`src/rtl/usart_rx_frame_pkg.sv`:
```
// Shared USART definitions: FSM state encodings and default frame geometry.
// The TX path imports the same package so both directions agree on encodings.
package usart_rx_frame_pkg;

  // Default frame geometry.
  localparam int DATA_BITS_DEF  = 8;
  localparam int OVERSAMPLE_DEF = 16;

  // Frame FSM encodings. These stay plain constants so legacy code that
  // compares raw state vectors keeps working.
  localparam logic [2:0] ST_IDLE   = 3'd0;
  localparam logic [2:0] ST_START  = 3'd1;
  localparam logic [2:0] ST_DATA   = 3'd2;
  localparam logic [2:0] ST_PARITY = 3'd3;
  localparam logic [2:0] ST_STOP   = 3'd4;

endpackage

```
`src/rtl/usart_bit_timer.sv`:
```
// Baud-tick counter for one bit period.
// mid_pulse marks tick OVERSAMPLE/2 after a clear and is used to qualify the
// start bit. bit_pulse marks tick OVERSAMPLE, which lands mid-bit once the
// counter has been re-aligned on the start-bit centre.
module usart_bit_timer
  import usart_rx_frame_pkg::*;
#(
  parameter int OVERSAMPLE = OVERSAMPLE_DEF
) (
  input  logic CPU_Clk,
  input  logic CPU_Rst_n,
  input  logic baud_tick,
  input  logic clear,
  output logic mid_pulse,
  output logic bit_pulse
);

  localparam int TW = $clog2(OVERSAMPLE);
  localparam logic [TW-1:0] MID_LAST = TW'(OVERSAMPLE/2 - 1);
  localparam logic [TW-1:0] BIT_LAST = TW'(OVERSAMPLE - 1);

  logic [TW-1:0] tick_cnt;

  // Pulses coincide with the tick that completes the count. They are not
  // gated by clear: the owner derives clear from mid_pulse.
  assign mid_pulse = baud_tick && (tick_cnt == MID_LAST);
  assign bit_pulse = baud_tick && (tick_cnt == BIT_LAST);

  // Tick counter: held at zero while cleared, wraps after the last tick of a bit.
  always_ff @(posedge CPU_Clk or negedge CPU_Rst_n) begin
    if (!CPU_Rst_n) begin
      tick_cnt <= '0;
    end else if (clear) begin
      tick_cnt <= '0;
    end else if (baud_tick) begin
      tick_cnt <= (tick_cnt == BIT_LAST) ? '0 : tick_cnt + 1'b1;
    end
  end

endmodule

```
`src/rtl/usart_rx_frame.sv`:
```
// USART receive frame engine.
// Qualifies the start bit, shifts data in LSB first, checks optional parity
// and the stop bit, then hands the byte to the CPU through a valid/read
// handshake with frame, parity and overrun status. All outputs are registered
// or decoded from registered state only.
module usart_rx_frame
  import usart_rx_frame_pkg::*;
#(
  parameter int DATA_BITS  = DATA_BITS_DEF,
  parameter int OVERSAMPLE = OVERSAMPLE_DEF,
  parameter bit PARITY_EN  = 1'b0,
  parameter bit PARITY_ODD = 1'b0
) (
  input  logic                 CPU_Clk,
  input  logic                 CPU_Rst_n,
  input  logic                 baud_tick,
  input  logic                 start_edge,
  input  logic                 rx_in,
  input  logic                 rx_read,
  output logic [DATA_BITS-1:0] rx_data,
  output logic                 rx_valid,
  output logic                 rx_busy,
  output logic                 frame_err,
  output logic                 parity_err,
  output logic                 overrun_err
);

  localparam int BW = $clog2(DATA_BITS + 1);
  localparam logic [BW-1:0] LAST_BIT = BW'(DATA_BITS - 1);

  logic [2:0]           state;
  logic [BW-1:0]        bit_cnt;
  logic [DATA_BITS-1:0] shift_reg;
  logic                 par_err_pend;
  logic                 mid_pulse;
  logic                 bit_pulse;
  logic                 timer_clr;
  logic                 frame_done;

  // The timer idles at zero, starts counting with the start edge and is
  // re-aligned on the start-bit centre so every later bit_pulse is mid-bit.
  assign timer_clr  = (state == ST_IDLE) || ((state == ST_START) && mid_pulse);
  assign frame_done = (state == ST_STOP) && bit_pulse;
  assign rx_busy    = (state != ST_IDLE);

  usart_bit_timer #(
    .OVERSAMPLE (OVERSAMPLE)
  ) u_bit_timer (
    .CPU_Clk   (CPU_Clk),
    .CPU_Rst_n (CPU_Rst_n),
    .baud_tick (baud_tick),
    .clear     (timer_clr),
    .mid_pulse (mid_pulse),
    .bit_pulse (bit_pulse)
  );

  // Frame FSM with the data shift register and the pending parity result.
  always_ff @(posedge CPU_Clk or negedge CPU_Rst_n) begin
    if (!CPU_Rst_n) begin
      state        <= ST_IDLE;
      bit_cnt      <= '0;
      shift_reg    <= '0;
      par_err_pend <= 1'b0;
    end else begin
      case (state)
        ST_IDLE: begin
          if (start_edge) begin
            state        <= ST_START;
            par_err_pend <= 1'b0;
          end
        end
        ST_START: begin
          // A line that is high again at the start-bit centre was a glitch.
          if (mid_pulse) begin
            state   <= rx_in ? ST_IDLE : ST_DATA;
            bit_cnt <= '0;
          end
        end
        ST_DATA: begin
          if (bit_pulse) begin
            shift_reg <= {rx_in, shift_reg[DATA_BITS-1:1]};
            if (bit_cnt == LAST_BIT) begin
              bit_cnt <= '0;
              state   <= PARITY_EN ? ST_PARITY : ST_STOP;
            end else begin
              bit_cnt <= bit_cnt + 1'b1;
            end
          end
        end
        ST_PARITY: begin
          if (bit_pulse) begin
            par_err_pend <= ((^shift_reg) ^ rx_in) != PARITY_ODD;
            state        <= ST_STOP;
          end
        end
        ST_STOP: begin
          // Leave mid stop bit so a start edge in its second half is caught.
          if (bit_pulse) begin
            state <= ST_IDLE;
          end
        end
        default: begin
          state <= ST_IDLE;
        end
      endcase
    end
  end

  // Received byte and per-frame status, loaded on the stop-bit sample.
  always_ff @(posedge CPU_Clk or negedge CPU_Rst_n) begin
    if (!CPU_Rst_n) begin
      rx_data    <= '0;
      frame_err  <= 1'b0;
      parity_err <= 1'b0;
    end else if (frame_done) begin
      rx_data    <= shift_reg;
      frame_err  <= ~rx_in;
      parity_err <= PARITY_EN && par_err_pend;
    end
  end

  // CPU handshake. A completing frame always wins over a read in the same
  // cycle; overrun is only raised when unread data is overwritten.
  always_ff @(posedge CPU_Clk or negedge CPU_Rst_n) begin
    if (!CPU_Rst_n) begin
      rx_valid    <= 1'b0;
      overrun_err <= 1'b0;
    end else begin
      if (frame_done) begin
        rx_valid <= 1'b1;
      end else if (rx_read) begin
        rx_valid <= 1'b0;
      end

      if (rx_read && rx_valid) begin
        overrun_err <= 1'b0;
      end else if (frame_done && rx_valid) begin
        overrun_err <= 1'b1;
      end
    end
  end

endmodule

```
`config.mk`:
```
export PLATFORM = sky130hd
export DESIGN_NAME = usart_rx_frame
export DESIGN_NICKNAME = d
export VERILOG_FILES = /design/src/rtl/usart_rx_frame_pkg.sv /design/src/rtl/usart_bit_timer.sv /design/src/rtl/usart_rx_frame.sv
export SDC_FILE = /design/constraint.sdc
export NUM_CORES = 1
export LEC_CHECK = 0
export ABC_CLOCK_PERIOD_IN_PS = 2200
export BUFFER_PORTS_ARGS = -buffer_cell sky130_fd_sc_hd__buf_4
export CAP_MARGIN = 20
export CORE_UTILIZATION = 55
export CTS_CLUSTER_SIZE = 28
export DETAILED_ROUTE_END_ITERATION = 10
export MAX_ROUTING_LAYER = met4
export PLACE_DENSITY = 0.75
export SLEW_MARGIN = 20
export SYNTH_ARGS = -nofsm -noshare
export SYNTH_HDL_FRONTEND = slang
export SYNTH_SLANG_ARGS = --single-unit
```
`constraint.sdc`:
```
create_clock -name CPU_Clk -period 2.2 [get_ports CPU_Clk]
set_clock_uncertainty 0.05 [all_clocks]
set_input_delay 0.66 -clock CPU_Clk [delete_from_list [all_inputs] [get_ports CPU_Clk]]
set_output_delay 0.66 -clock CPU_Clk [all_outputs]
set_load 0.02 [all_outputs]
```
# Word level (Yosys, flattened, before mapping)
# Cells that the tools add are included.
# W data, S select, Z words.
[word_totals] wordCells=59 register_bits=30
[classes] reduce_logical=16 addsub=2 n_bitwise=1 n_eq_ne=13 mux=19
[ops] cell="$mux W4" count=6
[ops] cell="$mux W3" count=6
[ops] cell="$pmux W3 S5" count=1
[ops] cell="$ne A2 B2 Y1 const B" count=6
[ops] cell="$add A4 B1 Y4 const B" count=2
[ops] cell="$eq A4 B3 Y1 const B" count=2
[ops] cell="$pmux W4 S2" count=1
[ops] cell="$reduce_bool A2 Y1" count=4
[ops] cell="$eq A3 B2 Y1 const B" count=2
[ops] cell="$logic_and A1 B1 Y1" count=6
[ops] cell="$reduce_and A6 Y1" count=1
[ops] cell="$eq A4 B4 Y1 const B" count=1
[ops] cell="$mux W1" count=4
[ops] cell="$eq A3 B1 Y1 const B" count=1
[ops] cell="$eq A3 B3 Y1 const B" count=1
[ops] cell="$logic_not A3 Y1" count=1
[ops] cell="$reduce_and A3 Y1" count=1
[ops] cell="$reduce_bool A3 Y1" count=1
[ops] cell="$mux W2" count=1
[ops] cell="$reduce_and A2 Y1" count=1
[ops] cell="$logic_or A1 B1 Y1" count=1
[ops] cell="$not A1 Y1" count=1

# Logic depth before layout (Yosys ltp)
# Gate-level depths: netlist of run 1.
[logic_depth] ltp_word=6 mapped_depth=6 mapped_depth_nobuf=5

# By module
# From an unflattened synthesis of run 1, not the netlist that was laid out.
[hier_totals] hier_cells=132 area_unflattened_um2=1411.4
[modules_own_cells] module="usart_rx_frame" cells_per_inst=108 n_inst=1 area_per_inst_um2=1199.9 seq_area_each_um2=650.6
[modules_own_cells] module="usart_bit_timer" cells_per_inst=24 n_inst=1 area_per_inst_um2=211.5 seq_area_each_um2=100.1

# Worst setup path after synthesis of run 1
# No wires, ideal clock.
[synth_path] path_type="input to register" start="input baud_tick" end="register shift_reg[0]" required_ps=2025 path_stages=4 setup_time_ps=125 arrival_time_ps=1529 setup_slack_ps=497 path_cell_list="and3_2 > nand2_1 > nor2_8 > mux2_2"
[synth_via] elab_chain_len=2
[synth_lines] element="start, declared" line_no="usart_rx_frame.sv:16" rtl="input logic baud_tick,"
[synth_lines] element="$logic_and A1 B1 Y1" line_no="usart_bit_timer.sv:27" rtl="assign bit_pulse = baud_tick && (tick_cnt == BIT_LAST);"
[synth_lines] element="$reduce_and A2 Y1 (no source line)"
[synth_lines] element="end signal, assigned" line_no="usart_rx_frame.sv:81" rtl="shift_reg <= {rx_in, shift_reg[DATA_BITS-1:1]};"
[synth_lines] element="end, declared" line_no="usart_rx_frame.sv:33" rtl="logic [DATA_BITS-1:0] shift_reg;"
# Every way passes these cells.
# A chain may end at the register's enable or synchronous reset.

# Worst setup path in the final report of run 1
[layout_path] start="register state[2]" end="output rx_busy"
[layout_via] elab_chain_len=1
[layout_lines] element="start, declared" line_no="usart_rx_frame.sv:31" rtl="logic [2:0] state;"
[layout_lines] element="start signal, assigned" line_no="usart_rx_frame.sv:75" rtl="state <= rx_in ? ST_IDLE : ST_DATA;"
[layout_lines] element="start signal, assigned" line_no="usart_rx_frame.sv:84" rtl="state <= PARITY_EN ? ST_PARITY : ST_STOP;"
[layout_lines] element="$reduce_bool A3 Y1" line_no="usart_rx_frame.sv:44" rtl="assign rx_busy = (state != ST_IDLE);"
[layout_lines] element="end, declared" line_no="usart_rx_frame.sv:22" rtl="output logic rx_busy,"
# Every way passes these cells.

==> results.json, run 1 <==
{
  "synthToLayoutAreaGrowth_pct": 12.7,
  "nFillCells": 180,
  "grt_pass1_wl_um": 4030,
  "whs_ns": 0.199,
  "min_period_ns": 2.07,
  "clockBufferDepth": 2,
  "cts_root_buf": "clkbuf_4",
  "use_met2_pct": 34.2,
  "synth-compound-area-share_pct": 12.3,
  "worst_slack_ns": 0.126,
  "cts.sinks": 30,
  "drt_first_pass_iters": 4,
  "numCtsBuffers": 5,
  "syn_nets": 126,
  "syn_area_sq_um": 1400,
  "ys_seq_area_share_pct": 53.5,
  "grt_pass1_vias": 945,
  "synthXorXnorAreaFrac_pct": 0.624,
  "setup_viol": 0,
  "synth-simple-area-share_pct": 13.6,
  "met3_usage_pct": 10.4,
  "ios": 19,
  "via_count": 916,
  "cp.arrival_ns": 1.36,
  "worstPathMaxFanout": 9,
  "postCtsHoldBufs": 0,
  "synth_edf_count": 0,
  "timing.fmax_ghz": 0.482,
  "cp_data_required_time_ns": 1.49,
  "startpoint_type": "register",
  "antenna_left": 0,
  "synthMuxAreaShare_pct": 13.6,
  "yosys_warnings": 0,
  "hold_path_class": "primary input to async pin",
  "rows": 17,
  "start_util_pct": 61.1,
  "drive_above_1_share_pct": 33.3,
  "synth_fa_ha_area_share_pct": 1.78,
  "via_per_inst": 5.62,
  "synth-main-ff-cell": "dfrtp_1",
  "ys_ff_latch": 30,
  "crit_type": "register to primary output",
  "grt_use_met1_pct": 23.7,
  "final_nets": 144,
  "grt_setup_unrepaired": "no",
  "finalMaxSlewViolations": 0,
  "final_cell_mix": "dfrtp_1 (30), buf_4 (17), mux2_2 (14)",
  "insertion_delay_ns": 0.32,
  "p_leak_nw": 0.778,
  "avgRoutedWirePerCell_um": 14.2,
  "grt_max_degree": 31,
  "status": "complete, no violations",
  "antenna_found_initial": 0,
  "preCtsSetupSlack_ns": 0.257,
  "gp_congestion": 0.816,
  "syn_inst": 118,
  "finalCritPeriodShare_pct": 94.3,
  "synth_top_family_by_area": "simple AND/OR/NAND/NOR gates",
  "ir_worst_vdd_mv": 0.579,
  "hold_viol_final": 0,
  "final_common_cell": "dfrtp_1",
  "path_clk_slew_ns": 0.09,
  "tns_ns": 0,
  "core_sq_um": 2300,
  "grt.total_usage_pct": 22.3,
  "postSynthAreaPerCell_sq_um": 11.9,
  "dp_cells": 157,
  "drt-total-wl_um": 2320,
  "portBuffers": 17,
  "cts.htree.levels": 2,
  "drv_cap": 0,
  "grt-ovfl-total": 0,
  "layout.cells.non_filler": 163,
  "die_y_um": 52.5,
  "p_per_area_nw_per_um2": 912,
  "async_reset_ff_share_pct": 100,
  "drcViolationCount": 0,
  "yosysUniqueCellTypes": 39,
  "dieArea_sq_um": 2760,
  "n_antenna_cell": 0,
  "hpwlAfterDp_um": 1640,
  "grt-busiest-layer": "met2",
  "die_w_um": 52.5,
  "drtIter0Drc": 11,
  "end_kind": "primary output",
  "cts_tree": "done"
}
-- worst paths after layout --
check,start,to,slack (ns),cells past startpoint
worst max register to register,u_bit_timer.tick_cnt[0],shift_reg[5],0.41,5
max in group asynchronous,CPU_Rst_n,shift_reg[1],1.63,1
worst min-delay path,CPU_Rst_n,state[2],0.20,1
worst max-delay path,state[2],rx_busy,0.13,3
min in group CPU_Clk,rx_valid,overrun_err,0.43,1
worst min register to register,rx_valid,overrun_err,0.43,1
-- worst max-delay path, cell delays in order, from the launching register on --
cell and delay [ns]:
dfrtp_1 0.48, nor3_2 0.30, inv_1 0.09, buf_4 0.16
-- what timing repair did --
action / 4_1_cts / 5_1_grt
setup buffers: 0 / 0
endpoints found under the setup margin: 0 / 1
resized for setup: 0 / 1
-- stage by stage --
| step | power, mW | util, % | instance area (sq um) |
|---|---|---|---|
| 2_1_floorplan | 1.06 | - | 1400 |
| 3_3_place_gp | 1.12 | 66.3 | 1520 |
| 3_5_place_dp | 1.14 | 66.3 | 1520 |
| 4_1_cts | 1.46 | 68.6 | 1580 |
| 5_1_grt | 1.55 | 68.8 | 1580 |
| 6_report | 1.44 | 68.8 | 1580 |
-- synthesized netlist by cell type (2+ instances only) --
| library cell | count | area, sq um |
|---|---|---|
| nand2_1 | 9 | 33.8 |
| a21oi_1 | 5 | 25.0 |
| mux2_2 | 14 | 158 |
| dfrtp_1 | 30 | 751 |
| inv_1 | 5 | 18.8 |
| buf_2 | 3 | 15.0 |
| nor2_1 | 7 | 26.3 |
| o41ai_1 | 2 | 17.5 |
| ha_1 | 2 | 25.0 |
| mux2_1 | 2 | 22.5 |
| buf_4 | 2 | 15.0 |
| nand3_1 | 2 | 10.0 |
| o21ai_0 | 9 | 45.0 |
-- report_power, final --
group / total (mW) / switching (mW) / internal, mW
registers: 0.777 / 0.134 / 0.644
clock network: 0.308 / 0.164 / 0.144
logic: 0.356 / 0.188 / 0.168
-- per-layer routing --
metal,vias up,part of all wire [%]
met1,446,42
met5,-,0
li1,449,-
met4,0,0.95
met3,2,4.7
met2,19,53
-- logic make-up after synthesis --
family	Yosys count
DFF	30
buffers and inverters	11
adders and majority gates	2
AOI/OAI and AO/OA	25
xor gates and xnor gates	1
muxes	17
other	1
and+or+nand+nor	31
-- final cells by class --
| cell class | count | area [sq um] | share of cell area, % |
|---|---|---|---|
| flip-flops and latches | 30 | 751 | 47.5 |
| repair buffers | 17 | 128 | 8.08 |
| well taps | 28 | 35.0 | 2.22 |
| multi-input cells | 77 | 597 | 37.8 |
| clock buffers | 6 | 51.3 | 3.25 |
| inverters | 5 | 18.8 | 1.19 |
No activity file was read; power rests on OpenSTA's default activity.
==> run 2: changes to the inputs <==
MAX_ROUTING_LAYER = not set   (was met4)
==> results.json, run 2 (synthesis gave the netlist of run 1 again) <==
{
  "status": "complete, no violations",
  "cp.arrival_ns": 1.36,
  "finalCritPeriodShare_pct": 94.2,
  "drt_first_pass_iters": 4,
  "final_common_cell": "dfrtp_1",
  "end_kind": "primary output",
  "worstPathMaxFanout": 9,
  "antenna_left": 0,
  "switching_share_pct": 33.7,
  "cts.repair.resized": 0,
  "synthToLayoutAreaGrowth_pct": 12.7,
  "clockBufferDepth": 2,
  "avgRoutedWirePerCell_um": 14.2,
  "core_sq_um": 2300,
  "drive_above_1_share_pct": 33.3,
  "ios": 19,
  "postLayoutCoreUtil_pct": 68.8,
  "die_w_um": 52.5,
  "cts.htree.levels": 2,
  "stdcell_area_sq_um": 1580,
  "grt_pass1_wl_um": 4030,
  "min_period_ns": 2.07,
  "p_leak_nw": 0.778,
  "grt-ovfl-total": 0,
  "final_nets": 144,
  "grt_setup_unrepaired": "no",
  "p_total_mw": 1.44,
  "timing.fmax_ghz": 0.483,
  "cts.sinks": 30,
  "n_antenna_cell": 0,
  "cts_setup_buffers": 0,
  "postCtsHoldBufs": 0,
  "switchingPower_uw": 485,
  "cp_data_required_time_ns": 1.49,
  "drcViolationCount": 0,
  "seq_power_share_pct": 54.0,
  "via_per_inst": 5.61,
  "dpl_cell_area_sq_um": 1520,
  "via_count": 915,
  "hpwlAfterDp_um": 1640,
  "start_util_pct": 61.1,
  "grt_max_degree": 31,
  "cts_root_buf": "clkbuf_4",
  "whs_ns": 0.201,
  "portBuffers": 17,
  "grt.total_usage_pct": 21.7,
  "hold_viol_final": 0,
  "nFillCells": 180,
  "finalMaxSlewViolations": 0,
  "drt-total-wl_um": 2320,
  "p_per_area_nw_per_um2": 911,
  "intPower_uw": 955,
  "numCtsBuffers": 5,
  "setup_viol": 0,
  "die_y_um": 52.5,
  "path_clk_slew_ns": 0.08,
  "rows": 17,
  "hold_path_class": "primary input to async pin",
  "cts_tree": "done",
  "gp_congestion": 0.804,
  "insertion_delay_ns": 0.32,
  "ir_worst_vdd_mv": 0.579,
  "dieArea_sq_um": 2760,
  "clockPowerShare_pct": 21.3,
  "grt_pass1_vias": 944,
  "crit_type": "register to primary output",
  "drtIter0Drc": 11,
  "tns_ns": 0,
  "antenna_found_initial": 0,
  "drv_cap": 0,
  "final_cell_mix": "dfrtp_1 (30), buf_4 (17), mux2_2 (14)",
  "startpoint_type": "register",
  "power_frac_comb_pct": 24.7
}
## run 2: cell counts in the layout (fill, tap and decap cells not counted)
Identical to the previous run, type by type.
## run 2: layout make-up
cell class	instances	area (sq um)	area share (%)
clock buffers	6	51.3	3.25
multi-input cells	77	597	37.8
inverters	5	18.8	1.19
flip-flops and latches	30	751	47.5
repair buffers	17	128	8.08
well taps	28	35.0	2.22
## run 2: layer usage
metal	vias up	GRT usage [%]	share of wire, %	wire (um)
li1	449	-	-	-
met1	445	23.7	42	969
met2	19	34.2	53	1220
met3	2	10.4	4.6	106
met4	0	12.3	1.1	25
met5	-	0	0	0
## run 2: power groups by stage
stage	Sequential, mW	Combinational [mW]	Clock [mW]
detailed placement	0.787	0.357	0
global route	0.795	0.404	0.354
CTS	0.777	0.361	0.323
floorplan	0.709	0.351	0
global placement	0.779	0.345	0
finish	0.777	0.356	0.307
## run 2: final timing paths
check                                              from      endpoint  slack (ns)  cells past startpoint
worst max-delay path                           state[2]       rx_busy        0.13                      3
worst min-delay path                          CPU_Rst_n      state[2]        0.20                      1
worst max register to register  u_bit_timer.tick_cnt[0]  shift_reg[5]        0.41                      5
worst min register to register                 rx_valid   overrun_err        0.43                      1
max in group asynchronous                     CPU_Rst_n  shift_reg[1]        1.63                      1
min in group CPU_Clk                           rx_valid   overrun_err        0.43                      1
## run 2: worst max-delay path, cell delays in order, from the launching register on
cell and delay, ns:
dfrtp_1 0.48, nor3_2 0.30, inv_1 0.09, buf_4 0.16
## run 2: stage by stage
step / setup slack, ns / cells
finish: 0.128 / 163
global route: 0.0339 / 163
CTS: 0.0676 / 163
detailed placement: 0.257 / 157
global placement: 0.303 / 157
floorplan: 0.497 / 118
==> run 3: changes to the inputs <==
ABC_CLOCK_PERIOD_IN_PS = 2060   (was 2200)
clock period = 2.06 ns   (was 2.2 ns; I/O delays follow)
==> results.json, run 3 (synthesis gave the netlist of run 1 again) <==
{
  "drcViolationCount": 0,
  "r2r_end": "shift_reg[5]",
  "r2r_setup_slack_ns": 0.24,
  "cp.arrival_ns": 1.30,
  "postLayoutCoreUtil_pct": 69.6,
  "dr.max_layer_used": "met4",
  "drv_cap": 0,
  "synthToLayoutAreaGrowth_pct": 13.9,
  "cp_data_required_time_ns": 1.39,
  "core_sq_um": 2300,
  "ios": 19,
  "final_common_cell": "dfrtp_1",
  "antenna_left": 0,
  "avgRoutedWirePerCell_um": 15.0,
  "p_per_area_nw_per_um2": 1000,
  "insertion_delay_ns": 0.34,
  "path_clk_slew_ns": 0.10,
  "via_per_inst": 5.88,
  "layout.cells.non_filler": 165,
  "p_leak_nw": 0.777,
  "hold_path_class": "primary input to async pin",
  "cts.htree.levels": 2,
  "final_nets": 144,
  "tns_ns": 0,
  "rows": 17,
  "regArea_sq_um": 753,
  "die_w_um": 52.5,
  "crit_type": "register to primary output",
  "hold_viol_final": 0,
  "nFillCells": 181,
  "cts_root_buf": "clkbuf_4",
  "via_count": 971,
  "ir_worst_vdd_mv": 0.654,
  "ff2ff_path_depth": 5,
  "grt_max_degree": 31,
  "antenna_found_initial": 0,
  "dieArea_sq_um": 2760,
  "met2_length_um": 1240,
  "grt-ovfl-total": 0,
  "status": "complete, no violations",
  "grt.total_usage_pct": 22.3,
  "startpoint_type": "register",
  "drt-total-wl_um": 2480,
  "min_period_ns": 1.96,
  "multi_input_area_sq_um": 603,
  "numCtsBuffers": 5,
  "finalMaxSlewViolations": 0,
  "crit-reg2reg-launch": "u_bit_timer.tick_cnt[0]",
  "drt_first_pass_iters": 4,
  "drtIter0Drc": 21,
  "cts.sinks": 30,
  "finalCritPeriodShare_pct": 95.3,
  "hpwlAfterDp_um": 1670,
  "grt_pass1_vias": 936,
  "start_util_pct": 61.1,
  "worstPathMaxFanout": 9,
  "gp_congestion": 0.804,
  "die_y_um": 52.5,
  "cts_setup_buffers": 0,
  "setup_viol": 0,
  "portBuffers": 17,
  "n_antenna_cell": 0,
  "grt_setup_unrepaired": "no",
  "drive_above_1_share_pct": 35.0,
  "postCtsHoldBufs": 0,
  "preCtsSetupSlack_ns": 0.163,
  "worst_slack_ns": 0.0969,
  "timing.fmax_ghz": 0.509,
  "final_cell_mix": "dfrtp_1 (28), buf_4 (17), mux2_2 (14)",
  "dp_cells": 157,
  "clockBufferDepth": 2,
  "met1_length_um": 1070,
  "wl_met3_um": 106,
  "cts_tree": "done",
  "grt_pass1_wl_um": 4150,
  "end_kind": "primary output"
}
-- run 3: cell types whose count changed in the layout (fill, tap and decap cells not counted), sizes merged --
cell	before	now
clkbuf	6	7
clkinv	0	1
-- run 3: worst max-delay path by stage --
stage | startpoint | endpoint | cells past startpoint
4_1_cts | state[2] | rx_busy | 3
2_1_floorplan | baud_tick | shift_reg[0] | 4
3_3_place_gp | baud_tick | shift_reg[2] | 5
6_report | state[2] | rx_busy | 3
5_1_grt | state[2] | rx_busy | 3
3_5_place_dp | baud_tick | shift_reg[5] | 5
-- run 3: timing repair --
item                                   4_1_cts  5_1_grt
resized for setup                            1        3
endpoints found under the hold margin        0        0
setup endpoints to repair                    1        1
-- run 3: per-layer routing --
layer / vias to the layer above / track usage (%)
li1: 456 / -
met1: 473 / 25.0
met2: 37 / 35.4
met3: 5 / 8.70
met4: 0 / 13.6
met5: - / 0
-- run 3: report_power, final --
group / internal, mW / switching (mW) / total (mW)
registers: 0.690 / 0.153 / 0.843
logic: 0.182 / 0.213 / 0.395
clock network: 0.165 / 0.199 / 0.364
total: 1.04 / 0.565 / 1.60
-- run 3: stage by stage --
step	area [sq um]	total power, mW	hold WS [ns]
detailed placement	1520	1.23	0.422
global placement	1520	1.20	0.410
finish	1600	1.60	0.142
CTS	1590	1.60	0.137
floorplan	1400	1.13	0.272
global route	1600	1.70	0.155
-- run 3: critical path: stages (launching register included) --
cell and delay, ns:
dfrtp_2 0.49, nor3_4 0.24, inv_1 0.08, buf_4 0.16
-- run 3: cell type report --
type                       count  area share, %
sequential                    30           47.1
multi-input combinational     77           37.7
timing repair buffer          17           7.99
clock buffer                   7           3.45
tap                           28           2.19
inverter                       5           1.17
clock inverter                 1          0.313
